File: config.mk
export PLATFORM = sky130hd
export DESIGN_NAME = seg_scan_mux_flat
export DESIGN_NICKNAME = d
export VERILOG_FILES = /design/src/rtl/seg_scan_mux_if.sv /design/src/rtl/seg_scan_mux.sv /design/src/flat_wrapper.sv
export SDC_FILE = /design/constraint.sdc
export NUM_CORES = 1
export LEC_CHECK = 0
export CORE_UTILIZATION = 39
export DETAILED_ROUTE_END_ITERATION = 16
export PLACE_DENSITY_LB_ADDON = 0.3
export SYNTH_ARGS = -nofsm -noshare
export SYNTH_HDL_FRONTEND = slang
export SYNTH_SLANG_ARGS = --single-unit
File: constraint.sdc
create_clock -name clk -period 3 [get_ports clk]
set_input_delay 0.3 -clock clk [delete_from_list [all_inputs] [get_ports clk]]
set_output_delay 0.3 -clock clk [all_outputs]
set_load 0.03 [all_outputs]
File: src/rtl/seg_scan_mux_if.sv
// rtl/seg_scan_mux_if.sv - value/strobe inputs and scanned display outputs of seg_scan_mux
interface seg_scan_mux_if #(
   parameter int DIGITS = 8
);
   logic [4*DIGITS-1:0] data_in;
   logic [DIGITS-1:0]   dp_in;
   logic [DIGITS-1:0]   blank_in;
   logic                load;
   logic [DIGITS-1:0]   an;
   logic [6:0]          seg;
   logic                dp;
   logic                frame;

   modport master (
      output data_in, dp_in, blank_in, load,
      input  an, seg, dp, frame
   );

   modport slave (
      input  data_in, dp_in, blank_in, load,
      output an, seg, dp, frame
   );
endinterface

File: src/rtl/seg_scan_mux.sv
// rtl/seg_scan_mux.sv - double-buffered time-multiplexed hex seven-segment driver
// Optional feature: SEG_LEADING_ZERO_BLANK_EN suppresses leading zero digits.
module seg_scan_mux #(
   parameter int DIGITS      = 8,
   parameter int REFRESH_DIV = 100000,
   parameter int ACTIVE_LOW  = 1
) (
   input  logic          clk,
   input  logic          reset,
   seg_scan_mux_if.slave bus
);

   localparam int DIV_W = (REFRESH_DIV > 2) ? $clog2(REFRESH_DIV) : 1;
   localparam int IDX_W = $clog2(DIGITS);
   localparam logic [DIV_W-1:0] DIV_LAST = DIV_W'(REFRESH_DIV - 1);
   localparam logic [IDX_W-1:0] IDX_LAST = IDX_W'(DIGITS - 1);
   localparam logic POL = (ACTIVE_LOW != 0);

   logic [DIV_W-1:0]    div_q, div_d;
   logic [IDX_W-1:0]    idx_q, idx_d;
   logic [4*DIGITS-1:0] pend_nib_q, pend_nib_d;
   logic [DIGITS-1:0]   pend_dp_q, pend_dp_d;
   logic [DIGITS-1:0]   pend_blank_q, pend_blank_d;
   logic [4*DIGITS-1:0] act_nib_q, act_nib_d;
   logic [DIGITS-1:0]   act_dp_q, act_dp_d;
   logic [DIGITS-1:0]   act_blank_q, act_blank_d;
   logic                boundary_q;
   logic                frame_q;
   logic [DIGITS-1:0]   an_q, an_d;
   logic [6:0]          seg_q, seg_d;
   logic                dp_q, dp_d;

   logic                tc;
   logic                wrap;
   logic [DIGITS-1:0]   lz_blank;
   logic [DIGITS-1:0]   an_hot;
   logic [3:0]          cur_nib;
   logic                cur_dp;
   logic                cur_blank;
   logic [6:0]          seg_on;

   function automatic logic [6:0] hex7(input logic [3:0] nib);
      logic [6:0] s;
      case (nib)
         4'h0: s = 7'h3F;
         4'h1: s = 7'h06;
         4'h2: s = 7'h5B;
         4'h3: s = 7'h4F;
         4'h4: s = 7'h66;
         4'h5: s = 7'h6D;
         4'h6: s = 7'h7D;
         4'h7: s = 7'h07;
         4'h8: s = 7'h7F;
         4'h9: s = 7'h6F;
         4'hA: s = 7'h77;
         4'hB: s = 7'h7C;
         4'hC: s = 7'h39;
         4'hD: s = 7'h5E;
         4'hE: s = 7'h79;
         default: s = 7'h71;
      endcase
      return s;
   endfunction

   // Scan timing and buffer transfer; a load on the wrap cycle bypasses pending.
   always_comb begin
      tc   = (div_q == DIV_LAST);
      wrap = tc && (idx_q == IDX_LAST);

      div_d = tc ? '0 : div_q + DIV_W'(1);
      idx_d = idx_q;
      if (tc) begin
         idx_d = (idx_q == IDX_LAST) ? '0 : idx_q + IDX_W'(1);
      end

      pend_nib_d   = pend_nib_q;
      pend_dp_d    = pend_dp_q;
      pend_blank_d = pend_blank_q;
      if (bus.load) begin
         pend_nib_d   = bus.data_in;
         pend_dp_d    = bus.dp_in;
         pend_blank_d = bus.blank_in;
      end

      act_nib_d   = act_nib_q;
      act_dp_d    = act_dp_q;
      act_blank_d = act_blank_q;
      if (wrap) begin
         act_nib_d   = pend_nib_d;
         act_dp_d    = pend_dp_d;
         act_blank_d = pend_blank_d;
      end
   end

`ifdef SEG_LEADING_ZERO_BLANK_EN
   // A zero run from the top digit downward stays dark until a nonzero nibble or a dp.
   always_comb begin
      logic run;
      run      = 1'b1;
      lz_blank = '0;
      for (int k = DIGITS - 1; k >= 0; k--) begin
         run         = run & (act_nib_q[4*k +: 4] == 4'h0) & ~act_dp_q[k];
         lz_blank[k] = run & (k != 0);
      end
   end
`else
   always_comb begin
      lz_blank = '0;
   end
`endif

   always_comb begin
      an_hot    = '0;
      cur_nib   = '0;
      cur_dp    = 1'b0;
      cur_blank = 1'b0;
      for (int k = 0; k < DIGITS; k++) begin
         if (idx_q == IDX_W'(k)) begin
            an_hot[k] = 1'b1;
            cur_nib   = act_nib_q[4*k +: 4];
            cur_dp    = act_dp_q[k];
            cur_blank = act_blank_q[k] | lz_blank[k];
         end
      end

      // Blanked digits keep their anode on so every digit gets the same duty cycle.
      seg_on = cur_blank ? 7'h00 : hex7(cur_nib);
      an_d   = an_hot ^ {DIGITS{POL}};
      seg_d  = seg_on ^ {7{POL}};
      dp_d   = (cur_dp & ~cur_blank) ^ POL;
   end

   always_ff @(posedge clk) begin
      if (reset) begin
         div_q        <= '0;
         idx_q        <= '0;
         pend_nib_q   <= '0;
         pend_dp_q    <= '0;
         pend_blank_q <= '0;
         act_nib_q    <= '0;
         act_dp_q     <= '0;
         act_blank_q  <= '0;
         boundary_q   <= 1'b0;
         frame_q      <= 1'b0;
         an_q         <= {DIGITS{POL}};
         seg_q        <= {7{POL}};
         dp_q         <= POL;
      end else begin
         div_q        <= div_d;
         idx_q        <= idx_d;
         pend_nib_q   <= pend_nib_d;
         pend_dp_q    <= pend_dp_d;
         pend_blank_q <= pend_blank_d;
         act_nib_q    <= act_nib_d;
         act_dp_q     <= act_dp_d;
         act_blank_q  <= act_blank_d;
         // Delayed one stage so the pulse lines up with the new frame's first output.
         boundary_q   <= wrap;
         frame_q      <= boundary_q;
         an_q         <= an_d;
         seg_q        <= seg_d;
         dp_q         <= dp_d;
      end
   end

   assign bus.an    = an_q;
   assign bus.seg   = seg_q;
   assign bus.dp    = dp_q;
   assign bus.frame = frame_q;

endmodule

File: src/flat_wrapper.sv
// flat-port wrapper written by rule: the top's interface ports become plain ports
module seg_scan_mux_flat 
#(
   parameter int DIGITS      = 8,
   parameter int REFRESH_DIV = 100000,
   parameter int ACTIVE_LOW  = 1
)
  (clk, reset, bus_data_in, bus_dp_in, bus_blank_in, bus_load, bus_an, bus_seg, bus_dp, bus_frame);
  seg_scan_mux_if #(.DIGITS(DIGITS)) bus_i ();
  input  logic clk;
  input  logic reset;
  input wire logic [$bits(bus_i.data_in)-1:0] bus_data_in;
  input wire logic [$bits(bus_i.dp_in)-1:0] bus_dp_in;
  input wire logic [$bits(bus_i.blank_in)-1:0] bus_blank_in;
  input wire logic [$bits(bus_i.load)-1:0] bus_load;
  output wire logic [$bits(bus_i.an)-1:0] bus_an;
  output wire logic [$bits(bus_i.seg)-1:0] bus_seg;
  output wire logic [$bits(bus_i.dp)-1:0] bus_dp;
  output wire logic [$bits(bus_i.frame)-1:0] bus_frame;
  assign bus_i.data_in = bus_data_in;
  assign bus_i.dp_in = bus_dp_in;
  assign bus_i.blank_in = bus_blank_in;
  assign bus_i.load = bus_load;
  assign bus_an = bus_i.an;
  assign bus_seg = bus_i.seg;
  assign bus_dp = bus_i.dp;
  assign bus_frame = bus_i.frame;
  seg_scan_mux #(.DIGITS(DIGITS), .REFRESH_DIV(REFRESH_DIV), .ACTIVE_LOW(ACTIVE_LOW)) u_core (.clk(clk), .reset(reset), .bus(bus_i));
endmodule
Yosys cells after proc, flatten, opt, wreduce, memory -nomap -nowiden
Memories as Yosys holds them, arrays and structs flattened.
Cells that the tools add are included.
- add/sub/neg operators: 2
- eq/ne operators: 8
- muxes and demuxes: 37
- bitwise gates (word level): 5
- reductions and logical operators: 3
- operator list (operator ; count):
    $mux 32 ; 1
    $mux 4 ; 8
    $mux 1 ; 24
    $add 17x1->17 const B ; 1
    $eq 17x17->1 const B ; 1
    $mux 8 ; 2
    $eq 3x3->1 const B ; 4
    $not 8->8 ; 1
    $mux 7 ; 1
    $not 7->7 ; 1
    $eq 3x2->1 const B ; 2
    $add 3x1->3 const B ; 1
    $eq 3x1->1 const B ; 1
    $logic_not 3->1 ; 1
    $mux 3 ; 1
    $not 1->1 ; 2
    $reduce_or 2->1 ; 1
    $and 1x1->1 ; 1
    $logic_and 1x1->1 ; 1
- flip-flop bits (word level): 134
- ROM bits: 112
- word-level logic and storage cells: 69
- memories: 1
- memories (name ; depth ; width ; read ports ; clocked after Yosys merged registers in ; write ports ; line ; text):
    (no name shown) ; 16 ; 7 ; 1 ; 0 ; 0 ; seg_scan_mux.sv:44 ; case (nib)

Logic depth before layout (Yosys ltp)
- depth after elaboration: 12
- depth in mapped cells: 15
- depth with buffers taken out: 12

Worst setup path after synthesis
No wires, ideal clock.
- path kind: register to register
- start: register u_core.idx_q[0]
- end: register u_core.seg_q[3] (netlist: u_core.bus.seg[3])
- arrival: 2.728 ns
- data required time: 2.880 ns
- setup slack: 0.152 ns
- stages on the path, launching flop included: 12
- buffers on the path: 2
- path through: dfxtp_1 > inv_1 > ha_1 > buf_4 > buf_6 > a221oi_1 > a221oi_1 > o31ai_4 > inv_1 > ha_1 > mux4_2 > or2_1
- cells in the longest elaborated chain, start to end: 12
- elaborated cells between the ends (all ways): 27
- ends and longest elaborated chain (element ; line ; text):
    start: declaration ; seg_scan_mux.sv:20 ; logic [IDX_W-1:0] idx_q, idx_d;
    start signal: assignment ; seg_scan_mux.sv:150 ; idx_q <= idx_d;
    $logic_not 3->1 ; seg_scan_mux.sv:118 ; if (idx_q == IDX_W'(k)) begin
    $mux 4 (8 in a row) ; seg_scan_mux.sv:118 ;
    $mem_v2 16x7 ; -- ;
    $mux 7 * ; seg_scan_mux.sv:127 ; seg_on = cur_blank ? 7'h00 : hex7(cur_nib);
    $not 7->7 (no line) * ; -- ;
    end signal: assignment ; seg_scan_mux.sv:146 ; seg_q <= {7{POL}};
    end signal: assignment ; seg_scan_mux.sv:161 ; seg_q <= seg_d;
    end: declaration ; seg_scan_mux.sv:30 ; logic [6:0] seg_q, seg_d;
Mark *: on every way between the ends. The rest lies on a longest branch, timed or not.
A chain may end at the register's enable or synchronous reset.

Worst setup path in the final report
Ends and elaborated chain as after synthesis.

==> flow_summary.ini <==
[critical_path]
worst-endpoint-required_ns = 3.30
crit_arrival_ns = 3.12
worst_setup_path_end_kind = flop
cp_max_fo = 5
startpoint_type = flop
timing.reg2reg.setup_slack_ns = 0.18
ff2ff_path_depth = 10
worstReg2RegEnd = u_core.bus.seg[3]$_SDFF_PP1_
startpoint = u_core.idx_q[0]$_SDFFE_PP0P_
r2r_start = u_core.idx_q[0]$_SDFFE_PP0P_
worstSetupPathType = reg -> reg

[clock_tree]
resized_after_cts = 0
cts_tree = done
clk_pin_slew_worst_paths_ns = 0.06
cts_root_buffer = sky130_fd_sc_hd__clkbuf_16
cts_buffers = 17
clk-insertion-delay-late_ns = 0.42
cts.path.max_buffers = 2
tritoncts_num_sinks = 134
htree_num_levels = 4
postCtsHoldBufs = 0
number_of_setup_buffers_added_after_cts = 0

[cells_and_area]
area_of_the_multi_input_gates_mm2 = 0.00249
postLayoutCoreUtil_pct = 51.4
finalInstanceArea_mm2 = 0.00691
drive_above_1_share_pct = 11.1
final.fill_count = 1245
antenna-diode-count = 0
flip_flop_and_latch_area_mm2 = 0.00268
area_growth_syn_to_layout_pct = 26.2
final_std_cells_w_o_fill = 808
design.final.nets = 683

[drt]
drt_pass_1_iters = 5
number_of_vias_per_cell_after_detailed_routing = 5.07
met2_wirelength_from_detailed_routing_um = 5410
wl_per_cell_um = 14.4
drt_antenna_net_count = 0
wl_met1_um = 5410
initialDrtViolationCount = 228
top_layer = met4
drcViolationCount = 0
detailroute.wirelength.met3_um = 637
finalWirelength_um = 11700
vias = 4099

[synthesis]
sequential_to_total_area_share_from_yosys_stat_pct = 49.0
synth_top_flop_cell = sky130_fd_sc_hd__dfxtp_1
synthesis.instances = 556
yosys.cell_types.count = 54
postSynthAreaPerCell_um2 = 9.85
yosysWarningCount = 0
async_reset_ff_share_pct = 0
ys_seq_elements = 134
postSynthNetCount = 620
synth.cell_area_mm2 = 0.00548
number_of_enable_type_register_cells_in_the_synthesized_netlist = 0

[floorplan]
core_area_mm2 = 0.0135
num_rows = 42
width_of_the_chip_um = 121
top_level_ports = 68
floorplan.initialDensity_pct = 40.7
die_height_um = 121
design.die.area_mm2 = 0.0145

[sta]
fmax_ghz = 0.355
max_slew_margin_vs_limit_pct = 47.2
report.final.slew_viol_count = 0
fin_worst_skew_ns = 0.0110
rsz0062_at_grt = no
finalSetupTns_ns = 0
worst_slack_ns = 0.182
finalHoldViolations = 0
worstMarginPinSlew_ns = 0.793
finalSetupViolCount = 0
period_minus_slack_ns = 2.82
finalCritPeriodShare_pct = 93.9

[placed_design]
port_buffers = 67
detailed_place_hpwl_um = 8090
detailed_place.area_mm2 = 0.00626
post-place-ws_ns = 0.0482
place.gp.congestion = 0.890
dp_cells = 776

[worst_hold_path]
timing.hold.worst.class = in -> reg
timing.hold.worst.start = reset
hold_path_depth = 2
hold_path_end = u_core.div_q[2]$_SDFF_PP0_

[global_route]
grt_first_pass_wirelength_um = 19500
via_count_of_the_first_global_routing_pass = 4075
grt_start_max_net_pins = 61
congestion_overflow_gr = 0
grt_antenna_before_repair = 0
grt_use_total_pct = 17.2

[pwr]
powerDensity_mw_per_mm2 = 620
p_leak_nw = 2.88
vdd_ir_drop_max_v = 0.000365

[run]
max_cap_check_violation_count = 0

[outcome]
status = finished clean
## cells in the mapped netlist, types with 2 or more instances
cell type	number	share of area, %
sky130_fd_sc_hd__nand3_1	9	0.82
sky130_fd_sc_hd__o31ai_1	4	0.55
sky130_fd_sc_hd__and3_1	3	0.34
sky130_fd_sc_hd__and2_1	2	0.23
sky130_fd_sc_hd__o2111ai_1	2	0.32
sky130_fd_sc_hd__nand3b_1	7	0.96
sky130_fd_sc_hd__a221oi_1	6	0.96
sky130_fd_sc_hd__mux2i_1	51	9.3
sky130_fd_sc_hd__xnor2_1	7	1.1
sky130_fd_sc_hd__ha_1	13	3.0
sky130_fd_sc_hd__buf_6	8	1.6
sky130_fd_sc_hd__clkbuf_1	14	0.96
sky130_fd_sc_hd__o211ai_1	5	0.69
sky130_fd_sc_hd__a21o_1	2	0.27
sky130_fd_sc_hd__or3_1	2	0.23
sky130_fd_sc_hd__inv_1	21	1.4
sky130_fd_sc_hd__nand2b_1	15	1.7
sky130_fd_sc_hd__a21oi_1	12	1.1
sky130_fd_sc_hd__nand4_1	4	0.46
sky130_fd_sc_hd__buf_2	15	1.4
sky130_fd_sc_hd__o221ai_1	3	0.48
sky130_fd_sc_hd__xor2_1	8	1.3
sky130_fd_sc_hd__o21ai_0	15	1.4
sky130_fd_sc_hd__dfxtp_1	134	49
sky130_fd_sc_hd__a31oi_1	2	0.23
sky130_fd_sc_hd__o22a_1	36	5.8
sky130_fd_sc_hd__buf_4	3	0.41
sky130_fd_sc_hd__nor2b_1	4	0.46
sky130_fd_sc_hd__nor3b_1	3	0.41
sky130_fd_sc_hd__nor2_1	79	5.4
sky130_fd_sc_hd__a211oi_1	2	0.27
sky130_fd_sc_hd__nand2_1	41	2.8
sky130_fd_sc_hd__or2_2	3	0.34
## where the power goes
part	total [mW]	internal [mW]	switching [mW]
Combinational	0.224	0.119	0.105
Clock	2.23	1.41	0.814
Sequential	1.84	1.83	0.0139
Total	4.29	3.36	0.933
## layout make-up
type                    count  area share [%]
inverters                  21            1.14
well taps                 176            3.18
clock buffers              17            6.15
flip-flops and latches    134            38.8
multi-input cells         361            36.1
clock inverters            15            3.08
repair buffers             84            11.6
## through the flow
step	hold WS (ns)	total power [mW]
final	0.433	4.29
after global routing	0.457	4.43
after CTS	0.416	4.33
after detailed placement	0.434	2.10
after global placement	0.428	2.10
after floorplan	0.414	2.00
## routing by layer
| metal | vias up | global-route usage [%] |
|---|---|---|
| met2 | 121 | 27.3 |
| li1 | 2057 | - |
| met1 | 1901 | 21.6 |
| met5 | - | 0 |
| met4 | 0 | 9.03 |
| met3 | 20 | 4.20 |
## worst max-delay path: stages (launching register included)
cell	delay (ns)
sky130_fd_sc_hd__dfxtp_1	0.34
sky130_fd_sc_hd__ha_1	0.23
sky130_fd_sc_hd__ha_1	0.20
sky130_fd_sc_hd__or2_4	0.26
sky130_fd_sc_hd__a221oi_2	0.21
sky130_fd_sc_hd__a221oi_1	0.11
sky130_fd_sc_hd__o31ai_4	0.26
sky130_fd_sc_hd__inv_2	0.10
sky130_fd_sc_hd__ha_1	0.31
sky130_fd_sc_hd__mux4_2	0.47
sky130_fd_sc_hd__or2_1	0.21
## flip-flops by register name (all words and copies together), names as in the netlist
signal	count
u_core.act_blank_q	8
u_core.act_dp_q	8
u_core.act_nib_q	32
u_core.boundary_q	1
u_core.bus.an	8
u_core.bus.dp	1
u_core.bus.frame	1
u_core.bus.seg	7
u_core.div_q	17
u_core.idx_q	3
u_core.pend_blank_q	8
u_core.pend_dp_q	8
u_core.pend_nib_q	32
## kinds of logic after synthesis
kind of cell / Yosys count / share of synthesized area [%]
AOI/OAI and AO/OA: 99 / 14.2
xor gates and xnor gates: 15 / 2.40
adders and majority gates: 13 / 2.97
buffers and inverters: 61 / 5.82
DFF: 134 / 49.0
muxes: 53 / 9.93
and+or+nand+nor: 181 / 15.8
## how the worst max path moves through the flow
stage,to,slack (ns),depth (start not counted)
global route,u_core.bus.seg[3]$_SDFF_PP1_,0.03,10
detailed placement,u_core.bus.seg[3]$_SDFF_PP1_,0.05,10
CTS,u_core.bus.seg[3]$_SDFF_PP1_,0.02,10
global placement,u_core.bus.seg[3]$_SDFF_PP1_,0.17,10
finish,u_core.bus.seg[3]$_SDFF_PP1_,0.18,10
floorplan,u_core.bus.seg[3]$_SDFF_PP1_,0.15,11
## layout by cell type (no fill, tap or decap), types with 15 or more instances in the layout
cell / n
sky130_fd_sc_hd__nor2_1: 79
sky130_fd_sc_hd__clkdlybuf4s50_1: 65
sky130_fd_sc_hd__nand2_1: 41
sky130_fd_sc_hd__inv_1: 20
sky130_fd_sc_hd__clkbuf_16: 17
sky130_fd_sc_hd__dfxtp_1: 134
sky130_fd_sc_hd__o21ai_0: 15
sky130_fd_sc_hd__nand2b_1: 15
sky130_fd_sc_hd__o22a_1: 36
sky130_fd_sc_hd__mux2i_1: 51
sky130_fd_sc_hd__buf_4: 16
Note: power is estimated with default switching activity, not from simulation.
